--- config.mk ---
export PLATFORM = sky130hd
export DESIGN_NAME = spi_master_param
export DESIGN_NICKNAME = d
export VERILOG_FILES = /design/src/rtl/spi_master_param.sv
export SDC_FILE = /design/constraint.sdc
export NUM_CORES = 1
export LEC_CHECK = 0
export BUFFER_PORTS_ARGS = -buffer_cell sky130_fd_sc_hd__buf_2
export CAP_MARGIN = 15
export CORE_ASPECT_RATIO = 1.1
export CORE_MARGIN = 2
export CORE_UTILIZATION = 50
export DETAILED_ROUTE_END_ITERATION = 16
export PLACE_DENSITY = 0.67
export SETUP_SLACK_MARGIN = 0.5
export SYNTH_ARGS = -nofsm -noshare
export SYNTH_HDL_FRONTEND = slang
export SYNTH_SLANG_ARGS = --single-unit
--- constraint.sdc ---
create_clock -name clk -period 2.92 [get_ports clk]
set_clock_uncertainty 0.05 [all_clocks]
set_input_delay 0.584 -clock clk [delete_from_list [all_inputs] [get_ports clk]]
set_output_delay 0.584 -clock clk [all_outputs]
set_load 0.005 [all_outputs]
--- src/rtl/spi_master_param.sv ---
// Parametrised full-duplex SPI master with runtime CPOL/CPHA and NUM_SS active-low selects.
// Define SPI_MASTER_LSB_FIRST_EN for LSB-first bit order on mosi and miso (default MSB first).
module spi_master_param #(
   parameter int unsigned DATA_W   = 8,
   parameter int unsigned CLK_DIV  = 4,
   parameter int unsigned NUM_SS   = 1,
   localparam int unsigned SS_IDX_W = (NUM_SS > 1) ? $clog2(NUM_SS) : 1
) (
   input  logic                clk,
   input  logic                rst,
   input  logic                tx_en,
   input  logic [DATA_W-1:0]   p_dat,
   input  logic [SS_IDX_W-1:0] ss_idx,
   input  logic [1:0]          mode,
   input  logic                miso,
   output logic                mosi,
   output logic                sclk,
   output logic [NUM_SS-1:0]   ss,
   output logic                busy,
   output logic                done,
   output logic [DATA_W-1:0]   rx_dat
);

   localparam int unsigned DIV_W  = (CLK_DIV > 1) ? $clog2(CLK_DIV) : 1;
   localparam int unsigned EDGE_W = $clog2(2 * DATA_W);
   localparam logic [DIV_W-1:0]  DIV_LAST  = DIV_W'(CLK_DIV - 1);
   localparam logic [EDGE_W-1:0] EDGE_LAST = EDGE_W'(2 * DATA_W - 1);

   typedef enum logic [1:0] {StIdle, StSetup, StXfer, StHold} state_e;

   state_e              state_q, state_d;
   logic [DIV_W-1:0]    div_q, div_d;
   logic [EDGE_W-1:0]   edge_cnt_q, edge_cnt_d;
   logic [DATA_W-1:0]   tx_sh_q, tx_sh_d;
   logic [DATA_W-1:0]   rx_sh_q, rx_sh_d;
   logic [DATA_W-1:0]   rx_dat_q, rx_dat_d;
   logic                cpol_q, cpol_d;
   logic                cpha_q, cpha_d;
   logic                sclk_q, sclk_d;
   logic                mosi_q, mosi_d;
   logic [NUM_SS-1:0]   ss_q, ss_d;
   logic                busy_q, busy_d;
   logic                done_q, done_d;
   logic                evt;
   logic [EDGE_W-1:0]   evt_k;

   always_comb begin
      state_d    = state_q;
      div_d      = div_q;
      edge_cnt_d = edge_cnt_q;
      tx_sh_d    = tx_sh_q;
      rx_sh_d    = rx_sh_q;
      rx_dat_d   = rx_dat_q;
      cpol_d     = cpol_q;
      cpha_d     = cpha_q;
      sclk_d     = sclk_q;
      mosi_d     = mosi_q;
      ss_d       = ss_q;
      busy_d     = busy_q;
      done_d     = 1'b0;
      evt        = 1'b0;
      evt_k      = '0;

      case (state_q)
         StIdle: begin
            ss_d   = '1;
            mosi_d = 1'b0;
            sclk_d = cpol_q;
            cpol_d = mode[1];
            busy_d = 1'b0;
            div_d  = '0;
            if (tx_en) begin
               state_d = StSetup;
               tx_sh_d = p_dat;
               cpha_d  = mode[0];
               sclk_d  = mode[1];
               busy_d  = 1'b1;
`ifdef SPI_MASTER_LSB_FIRST_EN
               mosi_d  = p_dat[0];
`else
               mosi_d  = p_dat[DATA_W-1];
`endif
               // Out-of-range index leaves every select deasserted.
               for (int unsigned i = 0; i < NUM_SS; i++) begin
                  if (ss_idx == SS_IDX_W'(i)) ss_d[i] = 1'b0;
               end
            end
         end
         StSetup: begin
            div_d = div_q + 1'b1;
            if (div_q == DIV_LAST) begin
               div_d      = '0;
               state_d    = StXfer;
               edge_cnt_d = '0;
               sclk_d     = ~sclk_q;
               evt        = 1'b1;
               evt_k      = '0;
            end
         end
         StXfer: begin
            div_d = div_q + 1'b1;
            if (div_q == DIV_LAST) begin
               div_d = '0;
               if (edge_cnt_q == EDGE_LAST) begin
                  state_d = StHold;
               end else begin
                  edge_cnt_d = edge_cnt_q + 1'b1;
                  sclk_d     = ~sclk_q;
                  evt        = 1'b1;
                  evt_k      = edge_cnt_q + 1'b1;
               end
            end
         end
         StHold: begin
            div_d = div_q + 1'b1;
            if (div_q == DIV_LAST) begin
               div_d    = '0;
               state_d  = StIdle;
               done_d   = 1'b1;
               rx_dat_d = rx_sh_q;
               busy_d   = 1'b0;
               ss_d     = '1;
               mosi_d   = 1'b0;
            end
         end
         default: state_d = StIdle;
      endcase

      // Even edge numbers are leading edges; sample when the edge type differs from CPHA.
      if (evt) begin
         if (~evt_k[0] != cpha_q) begin
`ifdef SPI_MASTER_LSB_FIRST_EN
            rx_sh_d = {miso, rx_sh_q[DATA_W-1:1]};
`else
            rx_sh_d = {rx_sh_q[DATA_W-2:0], miso};
`endif
         end else if (evt_k != '0 && evt_k != EDGE_LAST) begin
            // Edge 0 (CPHA=1) re-presents the bit already driven in SETUP.
`ifdef SPI_MASTER_LSB_FIRST_EN
            tx_sh_d = tx_sh_q >> 1;
            mosi_d  = tx_sh_q[1];
`else
            tx_sh_d = tx_sh_q << 1;
            mosi_d  = tx_sh_q[DATA_W-2];
`endif
         end
      end
   end

   always_ff @(posedge clk or posedge rst) begin
      if (rst) begin
         state_q    <= StIdle;
         div_q      <= '0;
         edge_cnt_q <= '0;
         tx_sh_q    <= '0;
         rx_sh_q    <= '0;
         rx_dat_q   <= '0;
         cpol_q     <= 1'b0;
         cpha_q     <= 1'b0;
         sclk_q     <= 1'b0;
         mosi_q     <= 1'b0;
         ss_q       <= '1;
         busy_q     <= 1'b0;
         done_q     <= 1'b0;
      end else begin
         state_q    <= state_d;
         div_q      <= div_d;
         edge_cnt_q <= edge_cnt_d;
         tx_sh_q    <= tx_sh_d;
         rx_sh_q    <= rx_sh_d;
         rx_dat_q   <= rx_dat_d;
         cpol_q     <= cpol_d;
         cpha_q     <= cpha_d;
         sclk_q     <= sclk_d;
         mosi_q     <= mosi_d;
         ss_q       <= ss_d;
         busy_q     <= busy_d;
         done_q     <= done_d;
      end
   end

   assign mosi   = mosi_q;
   assign sclk   = sclk_q;
   assign ss     = ss_q;
   assign busy   = busy_q;
   assign done   = done_q;
   assign rx_dat = rx_dat_q;

endmodule
==> impl_metrics.csv, run 1 <==
group,metric,value,unit
power,p_leak,1.03,nW
layout,drive_gt1_share,39.6,%
critical_path,r2r-end,"rx_sh_q[1]$_DFFE_PP0P_",
critical_path,rr_worst_depth,5,
yosys,synth_top_area_cell,"dfrtp_1",
global_routing,grt_max_degree,39,
drt,avgRoutedWirePerCell,14.2,µm
layout,mostFrequentLayoutCells,"dfrtp_1 (37), mux2_2 (33), buf_2 (27), o21ai_0 (8), nand2_1 (8)",
layout,instances_no_fill,232,
cts,htreeDepth,2,
floorplanning,fp.dieH,68.2,µm
drt,drcViolationCount,0,
power,power_density,428,nW/µm²
yosys,synth.area.top_cells,"dfrtp_1 (49%), mux2_2 (20%), ha_1 (4.0%), o21ai_0 (2.1%), nand2_1 (1.6%)",
critical_path,crit_required,3.04,ns
layout,regArea,952,µm²
sta,min_period,2.31,ns
yosys,yosysWarnings,0,
global_routing,grt_pass1_wl,5.53,mm
layout,syn2layout_area_growth,13.4,%
critical_path,r2r-start,"edge_cnt_q[0]$_DFFE_PP0P_",
layout,finish.instance_area,2120,µm²
layout,final_common_cell,"dfrtp_1",
critical_path,cp-start-kind,"register",
yosys,ys_ff_latch,38,
sta,drv_slew,0,
place,placed_cells,224,
floorplanning,die-width,62.4,µm
sta,worst_slack,0.613,ns
cts,root_buffer,"clkbuf_8",
sta,fmax,433,MHz
yosys,ys_seq_area_share,50.8,%
drt,totalWireLength,3.30,mm
place,place_area,2040,µm²
sta,timing.hold.ws,0.347,ns
sta,fin_tns_setup,0,ns
layout,fin_util,58.6,%
drt,routed-via-count,1255,
place,portBuffers,27,
yosys,mappedNetlistNets,175,
drt,drt_first_pass_iters,3,
layout,multi_input_area,856,µm²
cts,cts_setup_buffers,0,
global_routing,first_global_vias,1217,
sta,rsz0062_at_grt,"no",
critical_path,rrSetupSlack,0.61,ns
cts,clock-sinks,38,
layout,nets,202,
drt,viasPerCell,5.41,
critical_path,startpoint,"edge_cnt_q[0]$_DFFE_PP0P_",
layout,fillers,331,
sta,post-route-period-util,79.0,%
cts,clk_path_buf_depth,2,
cts,cts_tree,"done",
sta,hold_violations,0,
yosys,netlist_area,1870,µm²
floorplanning,die-area,4250,µm²
critical_path,end_kind,"register",
floorplanning,core.rowCount,23,
critical_path,path_class,"register to register",
place,gp_congestion,0.780,
cts,cts_buffers,5,
layout,diodes,0,
yosys,syn_inst,154,
run_status,status,"completed",
drt,drt-initial-drc-count,79,
critical_path,worstPathMaxFanout,11,
place,dp_slack,0.532,ns
global_routing,grt-ovfl-total,0,
yosys,synth_area_per_cell,12.2,µm²
yosys,synth_top_area_share,49.4,%
sta,relSlewSlack,68.7,%
yosys,yosysUniqueCellTypes,35,
place,dpl.hpwl,2.43,mm
power,ir_drop,0.375,mV
floorplanning,num_io_pins,28,
drt,drtAntennaViolNets,0,
power,report.power.total,0.909,mW
job,cap_viol_max_count,0,
global_routing,grtUsageTotal,17.2,%
cts,clk-insertion-delay-late,0.29,ns
global_routing,antenna_found_initial,0,
critical_path,arrival,2.43,ns
sta,setup_viol,0,
sta,tightest_slew,0.470,ns
cts,path_clk_slew,0.07,ns
floorplanning,initial_utilization,51.7,%
floorplanning,core,3630,µm²
min_path,hold_class,"input port to asynchronous set/reset pin",
[worst max-delay path, stage by stage (launching register included)]
cell and delay, ns:
dfrtp_1 0.49, ha_1 0.35, and3_1 0.28, or4_1 0.43, o211ai_2 0.20, mux2_2 0.40
[registers in the layout, indices dropped and copies added (netlist names)]
name and count:
div_q 2, rx_dat 8, state_q 2, mosi 1
done 1, cpol_q 1, rx_sh_q 8, ss 1
sclk 1, tx_sh_q 7, busy 1, cpha_q 1
edge_cnt_q 4
[synthesized netlist by cell type]
| master | number |
|---|---|
| dfrtp_1 | 37 |
| mux2_2 | 33 |
| nand2_1 | 8 |
| o21ai_0 | 8 |
| inv_1 | 7 |
| ha_1 | 6 |
| a21oi_1 | 4 |
| clkbuf_1 | 4 |
| nand3_1 | 4 |
| nor2_1 | 4 |
| a22o_1 | 3 |
| and3_1 | 3 |
| buf_2 | 3 |
| nor2b_1 | 3 |
| nor3_1 | 3 |
| xor2_1 | 3 |
| nand4b_1 | 2 |
| o32a_1 | 2 |
| a211oi_1 | 1 |
| a21boi_0 | 1 |
| a311oi_1 | 1 |
| a31oi_1 | 1 |
| and2_1 | 1 |
| buf_6 | 1 |
| dfstp_2 | 1 |
| mux2i_1 | 1 |
| nand2b_1 | 1 |
| nor3b_2 | 1 |
| o211ai_2 | 1 |
| o211ai_4 | 1 |
| o22a_1 | 1 |
| o22ai_1 | 1 |
| o31ai_1 | 1 |
| or4_1 | 1 |
| or4b_1 | 1 |
[final cells by class]
cell class | count | share of cell area, %
flip-flops and latches | 38 | 44.8
repair buffers | 28 | 6.72
inverters | 7 | 1.24
clock buffers | 7 | 3.59
multi-input cells | 101 | 40.3
clock inverters | 1 | 0.354
well taps | 50 | 2.95
[per-layer routing]
metal  GRT usage [%]  share of wire [%]  vias to the layer above
met2            30.3                 51                       17
met5               0                  0                        -
met1            19.7                 44                      624
met3            4.93                3.5                        7
met4            8.33                1.9                        0
li1                -                  -                      607
[repair_timing]
item	CTS	global route
hold buffers	0	0
endpoints found under the setup margin	0	8
resized for setup	0	1
[cell families after synthesis]
| logic type | after synthesis | synth area share [%] |
|---|---|---|
| flops | 38 | 50.8 |
| mux | 34 | 20.4 |
| simple gates | 32 | 9.49 |
| compound gates | 26 | 10.3 |
| buf+inv | 15 | 3.61 |
| fa+ha+maj | 6 | 4.01 |
| xor+xnor | 3 | 1.40 |
[report_power, final]
part | total [mW] | internal [mW] | switching [mW] | leakage [nW]
Sequential | 0.536 | 0.532 | 0.00427 | 0.480
Combinational | 0.0278 | 0.0124 | 0.0153 | 0.510
Clock | 0.345 | 0.169 | 0.176 | 0.0385
[worst max path at each step]
stage | cells past startpoint | slack [ns] | endpoint
floorplan | 6 | 0.85 | rx_sh_q[0]$_DFFE_PP0P_
global placement | 6 | 0.64 | rx_sh_q[0]$_DFFE_PP0P_
detailed placement | 6 | 0.53 | rx_sh_q[1]$_DFFE_PP0P_
CTS | 6 | 0.52 | rx_sh_q[7]$_DFFE_PP0P_
global route | 5 | 0.53 | rx_sh_q[1]$_DFFE_PP0P_
finish | 5 | 0.61 | rx_sh_q[1]$_DFFE_PP0P_
Power figures use the tool's default switching activity.
==> run 2, diff against run 1 <==
- PLACE_DENSITY: 0.67 -> 0.7
- clock period: 2.92 -> 2 ns (I/O delays scaled with it)
==> run 2 against run 1 <==
- the run now ends with negative setup slack left
- global-route usage grew 5.1 points
- wire length rose by 31%
- sequential share of layout area fell by 9.1 points
- hold slack worse by 0.18 ns
- fmax is 13% higher
- worst setup slack lost 0.65 ns
- clock power is 49% higher
- combinational power is 70% higher
- non-clock buffer count up 30
==> impl_metrics.csv, run 2 (same netlist as run 1, synthesis figures left out) <==
group,metric,value,unit
floorplanning,fp.dieH,68.2,µm
sta,setup_viol,7,
layout,fillers,266,
power,power_density,504,nW/µm²
place,portBuffers,27,
cts,htreeDepth,2,
layout,multi_input_area,1110,µm²
layout,diodes,0,
place,dpl.hpwl,2.67,mm
global_routing,antenna_found_initial,0,
global_routing,grt_max_degree,39,
critical_path,critPathMaxStageDelay,0.46,ns
layout,finish.instance_area,2670,µm²
global_routing,first_global_vias,1536,
run_status,violations,"negative setup slack",
cts,cts_tree,"done",
global_routing,grt-ovfl-total,0,
drt,routed-via-count,1422,
floorplanning,num_io_pins,28,
layout,mostFrequentLayoutCells,"dfrtp_1 (36), buf_2 (27), buf_4 (18), mux2_4 (17), mux2_2 (16)",
layout,final_common_cell,"dfrtp_1",
cts,root_buffer,"clkbuf_8",
sta,tightest_slew,0.473,ns
critical_path,cp-start-kind,"register",
sta,hold_violations,0,
sta,min_period,2.04,ns
sta,timing.hold.ws,0.166,ns
place,gp_congestion,0.783,
layout,syn2layout_area_growth,42.4,%
floorplanning,die-width,62.4,µm
cts,hold_buffers,0,
critical_path,path_class,"register to register",
critical_path,cp_slowest_cell,"or4b_1",
drt,drt_first_pass_iters,4,
cts,cts_buffers,5,
layout,regArea,953,µm²
min_path,hold_class,"input port to asynchronous set/reset pin",
sta,fin_tns_setup,-0.180,ns
sta,drv_slew,0,
floorplanning,core.rowCount,23,
global_routing,grtUsageTotal,22.3,%
critical_path,startpoint,"edge_cnt_q[1]$_DFFE_PP0P_",
cts,clock-sinks,38,
power,ir_drop,0.494,mV
global_routing,grt_pass1_wl,7.09,mm
floorplanning,die-area,4250,µm²
cts,clk-insertion-delay-late,0.29,ns
cts,clk_path_buf_depth,2,
critical_path,end_kind,"register",
layout,fin_util,73.6,%
sta,relSlewSlack,68.5,%
sta,rsz0062_at_grt,"yes",
critical_path,worstPathCellList,"ha_4 > or4b_1 > o22a_1 > o211ai_4 > mux2_4",
critical_path,worstPathMaxFanout,8,
critical_path,r2r-start,"edge_cnt_q[1]$_DFFE_PP0P_",
floorplanning,core,3630,µm²
sta,worst_slack,-0.0381,ns
drt,drt-initial-drc-count,69,
drt,drcViolationCount,0,
run_status,status,"finished with violations",
floorplanning,initial_utilization,51.7,%
critical_path,arrival,2.16,ns
place,place_area,2280,µm²
drt,totalWireLength,4.33,mm
cts,path_clk_slew,0.07,ns
drt,viasPerCell,5.41,
critical_path,crit_required,2.12,ns
sta,fmax,491,MHz
layout,nets,233,
drt,avgRoutedWirePerCell,16.5,µm
job,cap_viol_max_count,0,
drt,drtAntennaViolNets,0,
power,report.power.total,1.34,mW
layout,drive_gt1_share,60.6,%
power,p_leak,1.32,nW
sta,post-route-period-util,102,%
[run 2: cell types whose count changed in the layout (fill, tap and decap cells not counted), sizes merged]
cell	change
nand2	+1
clkinv	+2
buf	+30
clkbuf	-1
clkinvlp	-1
[run 2: final timing paths]
path	to	slack, ns	depth (start not counted)
setup / recovery	mosi$_DFF_PP0_	-0.04	5
hold / removal	tx_sh_q[0]$_DFF_PP0_	0.17	3
setup reg to reg	mosi$_DFF_PP0_	-0.04	5
hold reg to reg	div_q[0]$_DFF_PP0_	0.40	1
max in group asynchronous	state_q[1]$_DFFE_PP0P_	1.38	3
min in group clk	cpha_q$_DFFE_PP0P_	0.29	2
[run 2: timing repair]
action / in CTS / in global routing
setup endpoints to repair: 30 / 31
pin swaps: 9 / 5
cloned: 1 / 0
setup buffers: 11 / 1
resized for setup: 29 / 23
[run 2: cell type report]
type                            instances  share of cell area (%)
Clock buffer                            6                    2.72
Clock inverter                          2                   0.516
Inverter                                7                   0.985
Multi-Input combinational cell        102                    41.7
Sequential cell                        38                    35.7
Tap cell                               50                    2.35
Timing Repair Buffer                   58                    15.9
[run 2: layer usage]
metal	vias up	share of wire, %	GRT usage [%]
met5	-	0	0
met4	0	3.6	14.7
li1	669	-	-
met1	703	42	24.5
met3	15	3.7	4.93
met2	35	51	39.9
[run 2: stage by stage]
| stage | instances | setup slack [ns] |
|---|---|---|
| 6_report | 263 | -0.0381 |
| 3_5_place_dp | 242 | -0.0360 |
| 5_1_grt | 263 | -0.0995 |
| 4_1_cts | 262 | -0.0343 |
| 2_1_floorplan | 154 | 0.0115 |
| 3_3_place_gp | 242 | 0.00896 |
[run 2: worst max-delay path: cells and delay by family (launching register included)]
family                     cells  cell delay [ns]
and+or+nand+nor                1             0.46
DFF                            1             0.41
AOI/OAI and AO/OA              2             0.40
muxes                          1             0.35
adders and majority gates      1             0.26
[run 2: where the power goes]
part | switching (mW) | internal, mW
combinational | 0.0243 | 0.0230
sequential | 0.00666 | 0.776
clock | 0.268 | 0.246
